===== src/rtl/alu_pkg.sv =====
// Shared ALU definitions: datapath widths and op-code values.
package alu_pkg;

  localparam int XLEN   = 32;
  localparam int REG_AW = 5;
  localparam int OP_W   = 4;

  localparam logic [OP_W-1:0] OP_ADD  = 4'd0;
  localparam logic [OP_W-1:0] OP_SUB  = 4'd1;
  localparam logic [OP_W-1:0] OP_AND  = 4'd2;
  localparam logic [OP_W-1:0] OP_OR   = 4'd3;
  localparam logic [OP_W-1:0] OP_XOR  = 4'd4;
  localparam logic [OP_W-1:0] OP_SLT  = 4'd5;
  localparam logic [OP_W-1:0] OP_SLTU = 4'd6;
  localparam logic [OP_W-1:0] OP_SLL  = 4'd7;
  localparam logic [OP_W-1:0] OP_SRL  = 4'd8;
  localparam logic [OP_W-1:0] OP_SRA  = 4'd9;

  // Highest defined op code; anything above is illegal.
  localparam logic [OP_W-1:0] OP_MAX  = OP_SRA;

endpackage


===== src/rtl/alu_issue_stage_if.sv =====
// Bundle of decode-side, ALU-side and writeback-side signals of the issue stage.
interface alu_issue_stage_if #(
  parameter int XLEN   = alu_pkg::XLEN,
  parameter int REG_AW = alu_pkg::REG_AW,
  parameter int OP_W   = alu_pkg::OP_W
);
  logic              flush;
  // decode side
  logic              inValid;
  logic              inReady;
  logic [XLEN-1:0]   inRs1Data;
  logic [XLEN-1:0]   inRs2Data;
  logic [XLEN-1:0]   inImm;
  logic              inUseImm;
  logic [OP_W-1:0]   inOp;
  logic [REG_AW-1:0] inRd;
  logic              inRegWrite;
  // ALU side
  logic [XLEN-1:0]   aluOperandA;
  logic [XLEN-1:0]   aluOperandB;
  logic [OP_W-1:0]   aluOp;
  logic              aluEnable;
  logic [XLEN-1:0]   aluResult;
  logic              aluZero;
  // writeback side
  logic              outValid;
  logic              outReady;
  logic [XLEN-1:0]   outResult;
  logic              outZero;
  logic [REG_AW-1:0] outRd;
  logic              outRegWrite;
  logic              outIllegal;
  logic [31:0]       stallCount;

  // The issue stage itself.
  modport slave (
    input  flush, inValid, inRs1Data, inRs2Data, inImm, inUseImm, inOp, inRd, inRegWrite,
    output inReady,
    output aluOperandA, aluOperandB, aluOp, aluEnable,
    input  aluResult, aluZero,
    output outValid, outResult, outZero, outRd, outRegWrite, outIllegal, stallCount,
    input  outReady
  );

  // Surrounding pipeline: decode, ALU and writeback.
  modport master (
    output flush, inValid, inRs1Data, inRs2Data, inImm, inUseImm, inOp, inRd, inRegWrite,
    input  inReady,
    input  aluOperandA, aluOperandB, aluOp, aluEnable,
    output aluResult, aluZero,
    input  outValid, outResult, outZero, outRd, outRegWrite, outIllegal, stallCount,
    output outReady
  );
endinterface


===== src/rtl/alu_result_queue.sv =====
// Two-entry valid/ready queue: an output register plus one skid entry.
// can_push_o depends only on the registered state, never on out_ready_i.
module alu_result_queue #(
  parameter int W = 8
) (
  input  logic         clk,
  input  logic         rst_n,
  input  logic         flush_i,
  input  logic         push_i,
  input  logic [W-1:0] push_data_i,
  output logic         can_push_o,
  output logic         out_valid_o,
  input  logic         out_ready_i,
  output logic [W-1:0] out_data_o
);

  typedef enum logic [1:0] {Q_EMPTY, Q_ONE, Q_TWO} q_state_e;

  q_state_e     state_q, state_d;
  logic [W-1:0] head_q, skid_q;
  logic         deq;

  assign deq        = (state_q != Q_EMPTY) && out_ready_i;
  assign out_data_o = head_q;

  // State register.
  always_ff @(posedge clk or negedge rst_n) begin
    if (!rst_n) state_q <= Q_EMPTY;
    else        state_q <= state_d;
  end

  // Next-state: flush empties the queue ahead of any push or pop.
  always_comb begin
    state_d = state_q;
    if (flush_i) begin
      state_d = Q_EMPTY;
    end else begin
      case (state_q)
        Q_EMPTY: if (push_i) state_d = Q_ONE;
        Q_ONE: begin
          if (push_i && !deq)      state_d = Q_TWO;
          else if (!push_i && deq) state_d = Q_EMPTY;
        end
        Q_TWO:   if (deq) state_d = Q_ONE;
        default: state_d = Q_EMPTY;
      endcase
    end
  end

  // Outputs decoded from the registered state only.
  always_comb begin
    out_valid_o = (state_q != Q_EMPTY);
    can_push_o  = (state_q != Q_TWO);
  end

  // Entry storage: new data lands in the head unless the head is held, then in the skid.
  always_ff @(posedge clk or negedge rst_n) begin
    if (!rst_n) begin
      head_q <= '0;
      skid_q <= '0;
    end else if (flush_i) begin
      head_q <= '0;
      skid_q <= '0;
    end else begin
      case (state_q)
        Q_EMPTY: if (push_i) head_q <= push_data_i;
        Q_ONE: begin
          if (push_i && deq) head_q <= push_data_i;
          else if (push_i)   skid_q <= push_data_i;
        end
        Q_TWO:   if (deq) head_q <= skid_q;
        default: ;
      endcase
    end
  end

endmodule


===== src/rtl/alu_issue_stage.sv =====
// Execute-issue stage: operand select and ALU drive on accept, result queued toward writeback.
module alu_issue_stage
  import alu_pkg::*;
#(
  parameter int XLEN   = alu_pkg::XLEN,
  parameter int REG_AW = alu_pkg::REG_AW,
  parameter int OP_W   = alu_pkg::OP_W
) (
  input logic             clk,
  input logic             reset,
  alu_issue_stage_if.slave bus
);

  typedef struct packed {
    logic [XLEN-1:0]   result;
    logic              zero;
    logic [REG_AW-1:0] rd;
    logic              reg_write;
    logic              illegal;
  } entry_t;

  logic   ready_en_q;
  logic   can_push;
  logic   accept;
  logic   q_valid;
  entry_t entry_in, entry_out;

  // Hold inReady low until the first clock edge after reset release.
  always_ff @(posedge clk or negedge reset) begin
    if (!reset) ready_en_q <= 1'b0;
    else        ready_en_q <= 1'b1;
  end

  assign bus.inReady = ready_en_q && can_push && !bus.flush;
  assign accept      = bus.inValid && bus.inReady;

  // Drive the ALU only for accepted instructions so idle cycles present zeros.
  always_comb begin
    bus.aluEnable   = accept;
    bus.aluOperandA = '0;
    bus.aluOperandB = '0;
    bus.aluOp       = '0;
    if (accept) begin
      bus.aluOperandA = bus.inRs1Data;
      bus.aluOperandB = bus.inUseImm ? bus.inImm : bus.inRs2Data;
      bus.aluOp       = bus.inOp;
    end
  end

  // Build the writeback entry; writes to x0 are suppressed here.
  always_comb begin
    entry_in.result    = bus.aluResult;
    entry_in.zero      = bus.aluZero;
    entry_in.rd        = bus.inRd;
    entry_in.reg_write = bus.inRegWrite && (bus.inRd != '0);
    entry_in.illegal   = (bus.inOp > OP_W'(OP_MAX));
  end

  alu_result_queue #(.W($bits(entry_t))) u_queue (
    .clk         (clk),
    .rst_n       (reset),
    .flush_i     (bus.flush),
    .push_i      (accept),
    .push_data_i (entry_in),
    .can_push_o  (can_push),
    .out_valid_o (q_valid),
    .out_ready_i (bus.outReady),
    .out_data_o  (entry_out)
  );

  assign bus.outValid    = q_valid;
  assign bus.outResult   = entry_out.result;
  assign bus.outZero     = entry_out.zero;
  assign bus.outRd       = entry_out.rd;
  assign bus.outRegWrite = entry_out.reg_write;
  assign bus.outIllegal  = entry_out.illegal;

  // Saturating count of back-pressured cycles; flush does not clear it.
  always_ff @(posedge clk or negedge reset) begin
    if (!reset)
      bus.stallCount <= '0;
    else if (q_valid && !bus.outReady && (bus.stallCount != 32'hFFFF_FFFF))
      bus.stallCount <= bus.stallCount + 32'd1;
  end

endmodule


===== src/flat_wrapper.sv =====
// flat-port wrapper written by rule: the top's interface ports become plain ports
module alu_issue_stage_flat import alu_pkg::*;
#(
  parameter int XLEN   = alu_pkg::XLEN,
  parameter int REG_AW = alu_pkg::REG_AW,
  parameter int OP_W   = alu_pkg::OP_W
)
  (clk, reset, bus_flush, bus_inValid, bus_inRs1Data, bus_inRs2Data, bus_inImm, bus_inUseImm, bus_inOp, bus_inRd, bus_inRegWrite, bus_inReady, bus_aluOperandA, bus_aluOperandB, bus_aluOp, bus_aluEnable, bus_aluResult, bus_aluZero, bus_outValid, bus_outResult, bus_outZero, bus_outRd, bus_outRegWrite, bus_outIllegal, bus_stallCount, bus_outReady);
  alu_issue_stage_if #(.XLEN(XLEN), .REG_AW(REG_AW), .OP_W(OP_W)) bus_i ();
  input logic clk;
  input logic reset;
  input wire logic [$bits(bus_i.flush)-1:0] bus_flush;
  input wire logic [$bits(bus_i.inValid)-1:0] bus_inValid;
  input wire logic [$bits(bus_i.inRs1Data)-1:0] bus_inRs1Data;
  input wire logic [$bits(bus_i.inRs2Data)-1:0] bus_inRs2Data;
  input wire logic [$bits(bus_i.inImm)-1:0] bus_inImm;
  input wire logic [$bits(bus_i.inUseImm)-1:0] bus_inUseImm;
  input wire logic [$bits(bus_i.inOp)-1:0] bus_inOp;
  input wire logic [$bits(bus_i.inRd)-1:0] bus_inRd;
  input wire logic [$bits(bus_i.inRegWrite)-1:0] bus_inRegWrite;
  output wire logic [$bits(bus_i.inReady)-1:0] bus_inReady;
  output wire logic [$bits(bus_i.aluOperandA)-1:0] bus_aluOperandA;
  output wire logic [$bits(bus_i.aluOperandB)-1:0] bus_aluOperandB;
  output wire logic [$bits(bus_i.aluOp)-1:0] bus_aluOp;
  output wire logic [$bits(bus_i.aluEnable)-1:0] bus_aluEnable;
  input wire logic [$bits(bus_i.aluResult)-1:0] bus_aluResult;
  input wire logic [$bits(bus_i.aluZero)-1:0] bus_aluZero;
  output wire logic [$bits(bus_i.outValid)-1:0] bus_outValid;
  output wire logic [$bits(bus_i.outResult)-1:0] bus_outResult;
  output wire logic [$bits(bus_i.outZero)-1:0] bus_outZero;
  output wire logic [$bits(bus_i.outRd)-1:0] bus_outRd;
  output wire logic [$bits(bus_i.outRegWrite)-1:0] bus_outRegWrite;
  output wire logic [$bits(bus_i.outIllegal)-1:0] bus_outIllegal;
  output wire logic [$bits(bus_i.stallCount)-1:0] bus_stallCount;
  input wire logic [$bits(bus_i.outReady)-1:0] bus_outReady;
  assign bus_i.flush = bus_flush;
  assign bus_i.inValid = bus_inValid;
  assign bus_i.inRs1Data = bus_inRs1Data;
  assign bus_i.inRs2Data = bus_inRs2Data;
  assign bus_i.inImm = bus_inImm;
  assign bus_i.inUseImm = bus_inUseImm;
  assign bus_i.inOp = bus_inOp;
  assign bus_i.inRd = bus_inRd;
  assign bus_i.inRegWrite = bus_inRegWrite;
  assign bus_inReady = bus_i.inReady;
  assign bus_aluOperandA = bus_i.aluOperandA;
  assign bus_aluOperandB = bus_i.aluOperandB;
  assign bus_aluOp = bus_i.aluOp;
  assign bus_aluEnable = bus_i.aluEnable;
  assign bus_i.aluResult = bus_aluResult;
  assign bus_i.aluZero = bus_aluZero;
  assign bus_outValid = bus_i.outValid;
  assign bus_outResult = bus_i.outResult;
  assign bus_outZero = bus_i.outZero;
  assign bus_outRd = bus_i.outRd;
  assign bus_outRegWrite = bus_i.outRegWrite;
  assign bus_outIllegal = bus_i.outIllegal;
  assign bus_stallCount = bus_i.stallCount;
  assign bus_i.outReady = bus_outReady;
  alu_issue_stage #(.XLEN(XLEN), .REG_AW(REG_AW), .OP_W(OP_W)) u_core (.clk(clk), .reset(reset), .bus(bus_i));
endmodule

===== config.mk =====
export PLATFORM = sky130hd
export DESIGN_NAME = alu_issue_stage_flat
export DESIGN_NICKNAME = d
export VERILOG_FILES = /design/src/rtl/alu_pkg.sv /design/src/rtl/alu_issue_stage_if.sv /design/src/rtl/alu_result_queue.sv /design/src/rtl/alu_issue_stage.sv /design/src/flat_wrapper.sv
export SDC_FILE = /design/constraint.sdc
export NUM_CORES = 1
export LEC_CHECK = 0
export ABC_CLOCK_PERIOD_IN_PS = 2700
export CAP_MARGIN = 20
export CORE_ASPECT_RATIO = 1.5
export CORE_MARGIN = 3
export CORE_UTILIZATION = 42
export DETAILED_ROUTE_END_ITERATION = 10
export PLACE_DENSITY = 0.82
export SETUP_SLACK_MARGIN = 0.4
export SLEW_MARGIN = 20
export SYNTH_ARGS = -nofsm -noshare
export SYNTH_HDL_FRONTEND = slang
export SYNTH_SLANG_ARGS = --single-unit

===== constraint.sdc =====
create_clock -name clk -period 2.7 [get_ports clk]
set_input_delay 0.54 -clock clk [delete_from_list [all_inputs] [get_ports clk]]
set_output_delay 0.54 -clock clk [all_outputs]
set_load 0.02 [all_outputs]

# ---- Word level (Yosys, flattened, before mapping)
# Index checks and enable logic that the tools add are counted.
dict set report op_classes {
  n_reduce_logical 23
  order_cmp 1
  n_eq_ne 9
  n_mux 18
  add_sub_neg 1
}
# cell n
set op_table {}
lappend op_table {{$mux W40} 7}
lappend op_table {{$pmux W40 S3} 1}
lappend op_table {{$mux W32} 3}
lappend op_table {{$add A32 B1 Y32 const B} 1}
lappend op_table {{$ne A32 B32 Y1 const B} 1}
lappend op_table {{$logic_and A1 B1 Y1} 10}
lappend op_table {{$mux W2} 5}
lappend op_table {{$ne A3 B3 Y1 const B} 3}
lappend op_table {{$pmux W2 S3} 1}
lappend op_table {{$reduce_and A3 Y1} 2}
lappend op_table {{$reduce_bool A2 Y1} 3}
lappend op_table {{$reduce_bool A5 Y1} 1}
lappend op_table {{$gt A4 B4 Y1 const B} 1}
lappend op_table {{$logic_not A1 Y1} 4}
lappend op_table {{$mux W4} 1}
lappend op_table {{$ne A2 B2 Y1 const B} 2}
lappend op_table {{$ne A4 B4 Y1 const B} 1}
lappend op_table {{$reduce_and A4 Y1} 1}
lappend op_table {{$reduce_bool A4 Y1} 1}
lappend op_table {{$eq A2 B1 Y1 const B} 1}
lappend op_table {{$eq A2 B2 Y1 const B} 1}
lappend op_table {{$logic_not A2 Y1} 1}
dict set report word_totals {
  ff_bits 115
  in_bits 145
  elab_cells 57
}

# ---- Logic depth before layout (Yosys ltp)
# Gate-level depths: netlist of run 1.
dict set report logic_depth {
  ltp_word 10
  ltp_mapped 8
}

# ---- Hierarchy
# From an unflattened synthesis of run 1, not the netlist that was laid out.
dict set report hier_totals {
  cells_unflattened 575
  area_unflattened_um2 6364.9
}
# module area_each_um2 cells_each instances
set by_module_without_submodules {}
lappend by_module_without_submodules {alu_result_queue 3918.8 297 1}
lappend by_module_without_submodules {alu_issue_stage 2446.1 278 1}

# ---- Worst setup path before layout of run 1
# OpenSTA, ideal clock, no wires.
dict set report synth_timing {
  path_kind {input to output}
  from {input port bus_inUseImm}
  to {output port bus_aluOperandB[10]}
  required_ps 2160
  slack_ps 523
  cell_stages 4
  arrival_time_ps 1637
  n_path_buf 2
  path_cell_list {clkbuf_1 clkbuf_1 mux2i_1 nor2_1}
}
dict set report synth_between {
  elab_chain_len 2
}
# item line
set synth_rtl {}
lappend synth_rtl {{start, declared} flat_wrapper.sv:17} ;# input wire logic [$bits(bus_i.inUseImm)-1:0] bus_inUseImm;
lappend synth_rtl {{$mux W32} alu_issue_stage.sv:45} ;# bus.aluOperandB = bus.inUseImm ? bus.inImm : bus.inRs2Data;
lappend synth_rtl {{$mux W32} alu_issue_stage.sv:43} ;# if (accept) begin
lappend synth_rtl {{end, declared} flat_wrapper.sv:23} ;# output wire logic [$bits(bus_i.aluOperandB)-1:0] bus_aluOperandB;
# Every way passes these cells.

# ---- Worst setup path in the final report of run 1
dict set report layout_timing {
  from {register u_core.u_queue.state_q[0]}
  to {output port bus_aluOperandA[25]}
}
dict set report layout_between {
  elab_chain_len 5
}
# item line
set layout_rtl {}
lappend layout_rtl {{start, declared} alu_result_queue.sv:19} ;# q_state_e state_q, state_d;
lappend layout_rtl {{start signal, assigned} alu_result_queue.sv:29} ;# else state_q <= state_d;
lappend layout_rtl {{$ne A2 B2 Y1} alu_result_queue.sv:53} ;# can_push_o = (state_q != Q_TWO);
lappend layout_rtl {{$logic_and A1 B1 Y1 (2 in a row)} alu_issue_stage.sv:34} ;# assign bus.inReady = ready_en_q && can_push && !bus.flush;
lappend layout_rtl {{$logic_and A1 B1 Y1} alu_issue_stage.sv:35} ;# assign accept = bus.inValid && bus.inReady;
lappend layout_rtl {{$mux W32} alu_issue_stage.sv:43}
lappend layout_rtl {{end, declared} flat_wrapper.sv:22} ;# output wire logic [$bits(bus_i.aluOperandA)-1:0] bus_aluOperandA;
# Every way passes these cells.

==> results of run 1 <==
metrics by stage:
stage | instances | hold WS, ns
2_1_floorplan | 677 | 0.244
3_3_place_gp | 1133 | 0.493
3_5_place_dp | 1133 | 0.498
4_1_cts | 1173 | 0.236
5_1_grt | 1175 | 0.235
6_report | 1177 | 0.185
kinds of logic (layout without fill, tap and decap cells):
| group | Yosys count | in the layout | synth area share [%] |
|---|---|---|---|
| simple gates | 348 | 348 | 27.7 |
| flops | 115 | 115 | 47.3 |
| compound gates | 97 | 97 | 11.3 |
| buf+inv | 53 | 359 | 3.76 |
| mux | 35 | 35 | 5.78 |
| xor+xnor | 27 | 27 | 3.89 |
| fa+ha+maj | 1 | 1 | 0.206 |
| other cells | 1 | 3 | 0.0616 |
cell usage after synthesis (3+ instances only):
library cell,n
buf_4,5
and2_1,39
nor2_1,81
mux2i_1,34
nor3_1,5
a311oi_1,38
clkbuf_1,37
nand2_1,126
nand4_1,14
a31oi_1,3
nand3b_1,3
nand2b_1,41
nor4_1,3
xor2_1,7
buf_2,9
xnor2_1,20
o21ai_0,42
nand3_1,13
and3_1,6
dfrtp_1,115
a21oi_1,4
and4_1,6
worst paths after layout:
check | to | slack [ns] | startpoint
worst max-delay path | bus_aluOperandA[25] | 0.39 | u_core.u_queue.state_q[0]$_DFFE_PN0P_
worst min-delay path | u_core.bus.stallCount[19]$_DFFE_PN0P_ | 0.19 | reset
worst max register to register | u_core.u_queue.out_data_o[17]$_DFFE_PN0P_ | 0.51 | u_core.u_queue.state_q[1]$_DFFE_PN0P_
worst min register to register | u_core.bus.stallCount[15]$_DFFE_PN0P_ | 0.51 | u_core.bus.stallCount[15]$_DFFE_PN0P_
max in group asynchronous | u_core.u_queue.skid_q[27]$_DFFE_PN0P_ | 2.02 | reset
min in group clk | u_core.bus.stallCount[15]$_DFFE_PN0P_ | 0.51 | u_core.bus.stallCount[15]$_DFFE_PN0P_
power groups by stage:
stage	sequential, µW	combinational (µW)	clock, µW
after global placement	1880	843	0
after floorplan	1950	266	0
after detailed placement	1880	848	0
after global routing	1870	936	2600
after CTS	1850	849	2500
final	1850	871	2470
what timing repair did:
| action | 4_1_cts | 5_1_grt |
|---|---|---|
| resized for setup | 283 | 104 |
| pin swaps | 1 | 1 |
| endpoints found under the hold margin | 0 | 0 |
| setup endpoints to repair | 71 | 70 |
| gates cloned | 3 | 0 |
| buffers inserted | 5 | 2 |
worst max-delay path: cells and delay by family (launching register included):
| kind | cells | cell delay (ns) |
|---|---|---|
| buf+inv | 5 | 0.58 |
| simple gates | 3 | 0.41 |
| flops | 1 | 0.38 |
layout make-up:
class	count	area, µm²	area share [%]
Timing Repair Buffer	325	3170	31.7
Antenna cell	2	5.00	0.0500
Clock buffer	19	453	4.53
Inverter	2	7.51	0.0750
Sequential cell	115	2880	28.8
Tap cell	192	240	2.40
Clock inverter	13	205	2.05
Multi-Input combinational cell	509	3040	30.4
state kept, by name, indices dropped and copies added (netlist names):
name,count
u_core.u_queue.skid_q,40
u_core.u_queue.state_q,2
u_core.u_queue.out_data_o,40
u_core.ready_en_q,1
u_core.bus.stallCount,32
routing by layer:
layer	up-vias	wire (µm)	global-route usage, %	part of all wire (%)
met4	2	391	7.60	1.9
li1	2912	-	-	-
met2	259	10100	41.9	50
met5	-	20	0	0.099
met3	29	1750	9.34	8.7
met1	2871	7860	29.8	39
==> results.md, run 1 <==
- The run finished with clean final reports.
- The DRC violation total after the first TritonRoute iteration is 286.
- The count of flip-flops with a built-in enable after synthesis is 0.
- The wire length after detailed routing is 20200 µm.
- Measured along the y axis, the die boundary spans 153 µm.
- Entering global routing, the biggest net connects 116 pins.
- After synthesis, flip-flops and latches occupy 47.3% of the total area.
- The die covers 16000 µm².
- The min-delay analysis places its worst path in the category primary input to async pin.
- The average cell area after synthesis is 8.99 µm².
- Once placement finished, the instance area stood at 9250 µm².
- The number of global-route vias before repair came to 6133.
- The initial antenna violation count is 3.
- The all-layer global routing usage is 25.0%.
- Setup violations remaining at the end of the flow were counted as 0.
- Synthesis inferred 115 register bits.
- The critical path start-end classification is flop to output pin.
- The row count is 53.
- The proportion of netlist area held by the largest area contributor is 47.3%.
- In this run the power density over the cells is 520 nW/µm².
- The number of hold violations in the final report came to 0.
- The clock buffer count from CTS is 17.
- The sum of negative setup slack is 0 ns.
- The worst path required time is 2.16 ns.
- The wire-length estimate of the detail-placed layout is 14000 µm.
- The net count reported at finish is 1116.
- On the worst path, the slowest cell contributes a delay of 0.38 ns.
- Pin placement for this block handled 288 I/O pins.
- The power share of the clock group is 47.6%.
- The count of nets left with antenna violations once routing finished came out at 0.
- The distinct cell type count after synthesis is 42.
- The tree is rooted in a clkbuf_16.
- The upper clock frequency limit is 0.432 GHz.
- dfrtp_1 takes more of the synthesized area than any other cell.
- The synthesized net count is 823.
- The analysis attributes to net switching a power of 1250 µW.
- Port buffering added 287 buffers.
- The post-route DRC violation count is 0.
- The commonest non-fill, non-tap cell in the layout is clkdlybuf4s50_1.
- The die is 104 µm wide.
- The first TritonRoute pass finished after 4 iterations.
- The net switching fraction of the power is 24.0%.
- The post-route minimum period is 2.31 ns.
- During synthesis, Yosys emitted a total of 0 warnings.
- Buffers inserted to repair hold after CTS numbered 0.
- Ranked by total cell area, the synthesized netlist is headed by dfrtp_1 47%, nand2_1 7.8%, mux2i_1 5.6%, a311oi_1 5.5%, nor2_1 5.0%.
- For this block, the via count after detailed routing is 6073.
- The top cell types in the final layout, fill and taps aside, are 212 x clkdlybuf4s50_1, 126 x nand2_1, 115 x dfrtp_1.
- The clock sink total is 115.
- The layout has 1094 filler cells.
- The design draws 5200 µW.
- The maximum buffer depth of the clock tree is 2.
- The max-slew headroom at the worst pin is 50.5%.
- The number of levels the H-tree was split into is 4.
- In the final layout, the share of cells above drive strength 1 is 17.6%.
- The depth of the most critical reg-to-reg path is 9.
- The signal on the critical path passes through nand2b_4 -> nand4b_1 -> inv_2 -> buf_8 -> buf_16 -> buf_12 -> and2_4 -> buf_6.
- The type of element launching the critical path is a flop.
- The synthesized netlist occupies a cell area of 6080 µm².
- The last weighted congestion value of the routability-driven placer is 0.853.
- The transition time of the tightest slew-check pin is 0.742 ns.
- The part of the total power dissipated in sequential elements is 35.7%.
- The endpoint class of the critical path is an output pin.
- The analysis attributes to cell leakage a power of 0.00436 µW.
- Setup repair after global routing could not meet its margin everywhere.
- The minimum setup slack in the final design is 0.385 ns.
- Along the worst path, the maximum fanout reaches 4.
- The ratio of routed vias to standard cells is 5.16.
- The slowest stage of the critical path is the dfrtp_1 cell.
- The combinational group share of total power is 16.8%.
- Timing analysis after detailed placement gives a worst setup slack of -0.0939 ns.
- The worst path uses 85.7% of the clock period.
- The area growth from synthesis to layout is 64.4%.
- The finished cells cover 10000 µm².
- Synthesis handed over a netlist of 677 instances.
- Cells fill 70.8% of the core in the end.
- The initial utilization of the core area, before any placement, comes to 43.1%.
- TritonCTS built the clock tree.
- The internal power is 3950 µW.
- The total grt overflow is 0.
- The proportion of synthesized flip-flops having asynchronous set or reset is 100%.
- The core region is 14100 µm².
- The clock arrives with 0.0117 ns of skew.
- The first global-routing pass estimated 32200 µm of wire.
- Among all flip-flop cells after synthesis, the most frequent one is dfrtp_1.
- Data on the critical path arrives at its endpoint at 1.77 ns.
- The source-to-sink clock delay at the later pin of the worst-skew pair is 0.41 ns.
- The number of max-slew violations in the final report is 0.
- The number of max-capacitance violations reported is 0.
- The average wire length per cell after detail routing is 17.1 µm.
- The peak supply drop is 440 µV.
- The clock slew seen by the registers of the worst setup and hold paths is 0.06 ns.
Power figures use the tool's default switching activity.
==> inputs of run 2 (changes only) <==
--- a/config.mk
+++ b/config.mk
@@ -5,12 +5,13 @@
 export SDC_FILE = /design/constraint.sdc
 export NUM_CORES = 1
 export LEC_CHECK = 0
-export ABC_CLOCK_PERIOD_IN_PS = 2700
+export ABC_CLOCK_PERIOD_IN_PS = 2300
 export CAP_MARGIN = 20
 export CORE_ASPECT_RATIO = 1.5
 export CORE_MARGIN = 3
 export CORE_UTILIZATION = 42
 export DETAILED_ROUTE_END_ITERATION = 10
+export GPL_TIMING_DRIVEN = 0
 export PLACE_DENSITY = 0.82
 export SETUP_SLACK_MARGIN = 0.4
 export SLEW_MARGIN = 20
==> constraint.sdc (replaced) <==
create_clock -name clk -period 2.3 [get_ports clk]
set_input_delay 0.46 -clock clk [delete_from_list [all_inputs] [get_ports clk]]
set_output_delay 0.46 -clock clk [all_outputs]
set_load 0.02 [all_outputs]
==> run 2 against run 1 <==
The run now ends with DRC left. Core utilization grew 12 points. Count of clock-buffer cells in the layout shrank 1. Global-route usage grew 2.1 points. Clock power grew 16%. Die area is the same. Flip-flop and latch count is the same. Total power grew 23%.
==> results.md, run 2 (synthesized netlist as in run 1, its figures left out) <==
- The final cell utilization of the core is 83.1% (was 70.8%).
- The highest net fanout along the worst path is 7 (was 4).
- The final number of setup-violating endpoints was 0 (unchanged).
- Highest-count cells in the layout ignoring fill and taps: 170 x clkdlybuf4s50_1, 108 x dfrtp_1, 104 x nand2_1 (was 212 x clkdlybuf4s50_1, 126 x nand2_1, 115 x dfrtp_1).
- The ratio of routed vias to standard cells is 5.69 (was 5.16).
- The initial cell density of the core is 43.1% (unchanged).
- The number of port buffers was 286 (was 287).
- The number of global-route vias before repair is 6603 (was 6133).
- The number of levels the H-tree was split into came to 4 (unchanged).
- The clock sink total came to 115 (unchanged).
- The slack of the worst reg-to-reg path is 0.09 ns (was 0.51 ns).
- The total grt overflow is 0 (unchanged).
- The critical path start-end classification is flop to output pin (unchanged).
- The clock slew seen by the registers of the worst setup and hold paths is 0.05 ns (was 0.06 ns).
- The final critical path takes up 99.9% of the cycle.
- The floorplan die area is 16000 µm² (unchanged).
- The number of hold violations in the final report is 0 (unchanged).
- Counting stages on the worst path, the most repeated cell is buf_6.
- The max-slew headroom at the worst pin came to 48.5% (was 50.5%).
- The number of max-capacitance violations reported is 0 (unchanged).
- The wire length of the first global-routing pass was 34600 µm (was 32200 µm).
- Outcome: finished, violations left (was finished, final reports clean).
- The average wire length per cell after detail routing came to 22.4 µm (was 17.1 µm).
- The area added between synthesis and finish came to 92.9% (was 64.4%).
- The endpoint class of the critical path was an output pin (unchanged).
- Derived from the worst setup path, the maximum achievable clock frequency is 0.435 GHz.
- The type of the most critical hold path is primary input to flop (was primary input to async pin).
- The post-route DRC violation count came to 2 (was 0).
- The pin count of the biggest net entering global routing came to 66 (was 116).
- The share of post-route cells with drive strength above 1 is 33.9% (was 17.6%).
- The instance count along the most critical hold path is 2.
- The critical path launch point is u_core.u_queue.state_q[0]$_DFFE_PN0P_ (unchanged).
- The peak supply drop is 464 µV (was 440 µV).
- The power share of the clock group was 44.8% (was 47.6%).
- The worst clock skew on the final layout was 0.0112 ns (was 0.0117 ns).
- The total half-perimeter wirelength after legalization and detailed placement is 15800 µm (was 14000 µm).
- The end of the worst register-to-register path is u_core.u_queue.skid_q[5]$_DFFE_PN0P_ (was u_core.u_queue.out_data_o[17]$_DFFE_PN0P_).
- The row count is 53 (unchanged).
- The DRC violation total after the first TritonRoute iteration is 616 (was 286).
- The launch point of the worst reg-to-reg path is u_core.u_queue.state_q[1]$_DFFE_PN0P_ (unchanged).
- The clock buffer count from CTS is 17 (unchanged).
- The number of primary I/O pins is 288 (unchanged).
- The number of max-slew violations in the final report came to 0 (unchanged).
- The sum of negative setup slack is 0 ns (unchanged).
- The source-to-sink clock delay at the later pin of the worst-skew pair is 0.42 ns (was 0.41 ns).
- The TritonCTS clock tree was done (unchanged).
- The hold path startpoint is bus_outReady.
- The commonest non-fill, non-tap cell in the layout is clkdlybuf4s50_1 (unchanged).
- The depth of the most critical reg-to-reg path is 12 (was 9).
- The net switching fraction of the power is 27.4% (was 24.0%).
- The via count is 7157 (was 6073).
- The placeable core region was 14100 µm² (unchanged).
- The maximum buffer depth of the clock tree is 2 (unchanged).
- The type of element launching the critical path is a flop (unchanged).
- The initial antenna violation count is 3 (unchanged).
- Unrepaired setup endpoints after global routing: true (unchanged).
- The leakage power of the design is 0.00546 µW (was 0.00436 µW).
- The vertical die dimension was 153 µm (unchanged).
- The data arrival time of the critical path is 1.84 ns (was 1.77 ns).
- The part of the total power dissipated in sequential elements is 34.4% (was 35.7%).
- The master of the slowest instance on the critical path is dfrtp_2 (was dfrtp_1).
- Cells traversed along the worst timing path: nand2b_4 -> nand4b_1 -> buf_6 -> inv_6 -> clkbuf_16 -> buf_8 -> and2_4 -> buf_6 (was nand2b_4 -> nand4b_1 -> inv_2 -> buf_8 -> buf_16 -> buf_12 -> and2_4 -> buf_6).
- The smallest clock period supported by the final layout is computed as 2.30 ns.
- The combinational group share of total power is 20.7% (was 16.8%).
- The power density of the placed cells is 543 nW/µm² (was 520 nW/µm²).
- The antenna violation net count after detailed routing is 0 (unchanged).
- The number of iterations in the first detailed-routing pass came to 9 (was 4).
- The net load switching power is 1750 µW (was 1250 µW).
- The wire length after detailed routing is 28200 µm (was 20200 µm).
- The transition time of the tightest slew-check pin is 0.772 ns (was 0.742 ns).
- The all-layer global routing usage is 27.0% (was 25.0%).
- The checks that failed: DRC.
- The net count reported at finish came to 1197 (was 1116).
- The maximum single-stage delay on the critical path came to 0.41 ns (was 0.38 ns).
- The die width is 104 µm (unchanged).
- The worst path required time is 1.84 ns (was 2.16 ns).
- The number of buffers and inverters on the critical path came to 5 (unchanged).
- The clock root buffer is clkbuf_16 (unchanged).
- The last weighted congestion value of the routability-driven placer came to 0.839 (was 0.853).
- The kind of cell adding the most delay to the critical path is buffers and inverters (unchanged).
- For hold timing, the worst endpoint is u_core.u_queue.state_q[1]$_DFFE_PN0P_.
- The internal power is 4630 µW (was 3950 µW).
## run 2: power by group through the flow
stage,logic [µW],registers [µW],clock network [µW]
finish,1320,2200,2860
global route,1390,2200,2960
CTS,1060,2190,2840
detailed placement,1010,2220,0
global placement,992,2220,0
floorplan,324,2300,0
## run 2: repair_timing
item / 4_1_cts / 5_1_grt
buffers inserted: 18 / 32
endpoints found under the hold margin: 1 / 0
pin swaps: 33 / 85
hold buffers: 1 / 0
cloned: 4 / 13
setup endpoints to repair: 204 / 179
gates resized for setup: 506 / 324
## run 2: metrics by stage
stage                     instance area (µm²)  instances  total power (µW)  setup slack (ns)  hold slack [ns]
after global placement                   9270       1155              3220             -4.19            0.483
after detailed placement                 9290       1156              3230             -1.03            0.437
after global routing                    11700       1258              6560           -0.0406            0.502
after floorplan                          6160        677              2620             0.283            0.164
final                                   11700       1258              6380           0.00180            0.501
after CTS                               10300       1211              6090            0.0150            0.478
## run 2: worst register-to-register path: stages, from the launching register on
cell and delay, ns:
dfrtp_1 0.42, nand2b_4 0.10, nand4b_1 0.10, buf_6 0.16
buf_4 0.13, buf_6 0.12, buf_6 0.11, nor3_4 0.28
buf_6 0.23, buf_12 0.12, clkbuf_16 0.13, nand2_1 0.07
o21ai_0 0.12
## run 2: final cells by class
| cell class | count | area, µm² |
|---|---|---|
| antenna | 2 | 5.00 |
| buffer | 51 | 513 |
| clock buffer | 18 | 429 |
| clock inverter | 14 | 201 |
| fill | 756 | 2380 |
| inverter | 2 | 12.5 |
| multi-input combinational | 509 | 3720 |
| sequential | 115 | 2890 |
| tap | 192 | 240 |
| timing repair buffer | 355 | 3730 |
## run 2: worst max-delay path by stage
stage | end | cells past startpoint
5_1_grt | bus_aluOperandA[22] | 8
6_report | bus_aluOperandA[22] | 8
2_1_floorplan | bus_aluOperandB[10] | 4
3_5_place_dp | bus_inReady | 6
3_3_place_gp | u_core.bus.stallCount[1]$_DFFE_PN0P_ | 1
4_1_cts | bus_aluOperandA[7] | 8
## run 2: metal layers
metal  part of all wire [%]  global-route usage, %  vias to the layer above
li1                       -                      -                     3085
met1                     35                   31.7                     3482
met2                     53                   48.5                      456
met3                    6.7                   6.13                      132
met4                    4.6                   9.06                        2
met5                  0.046                      0                        -
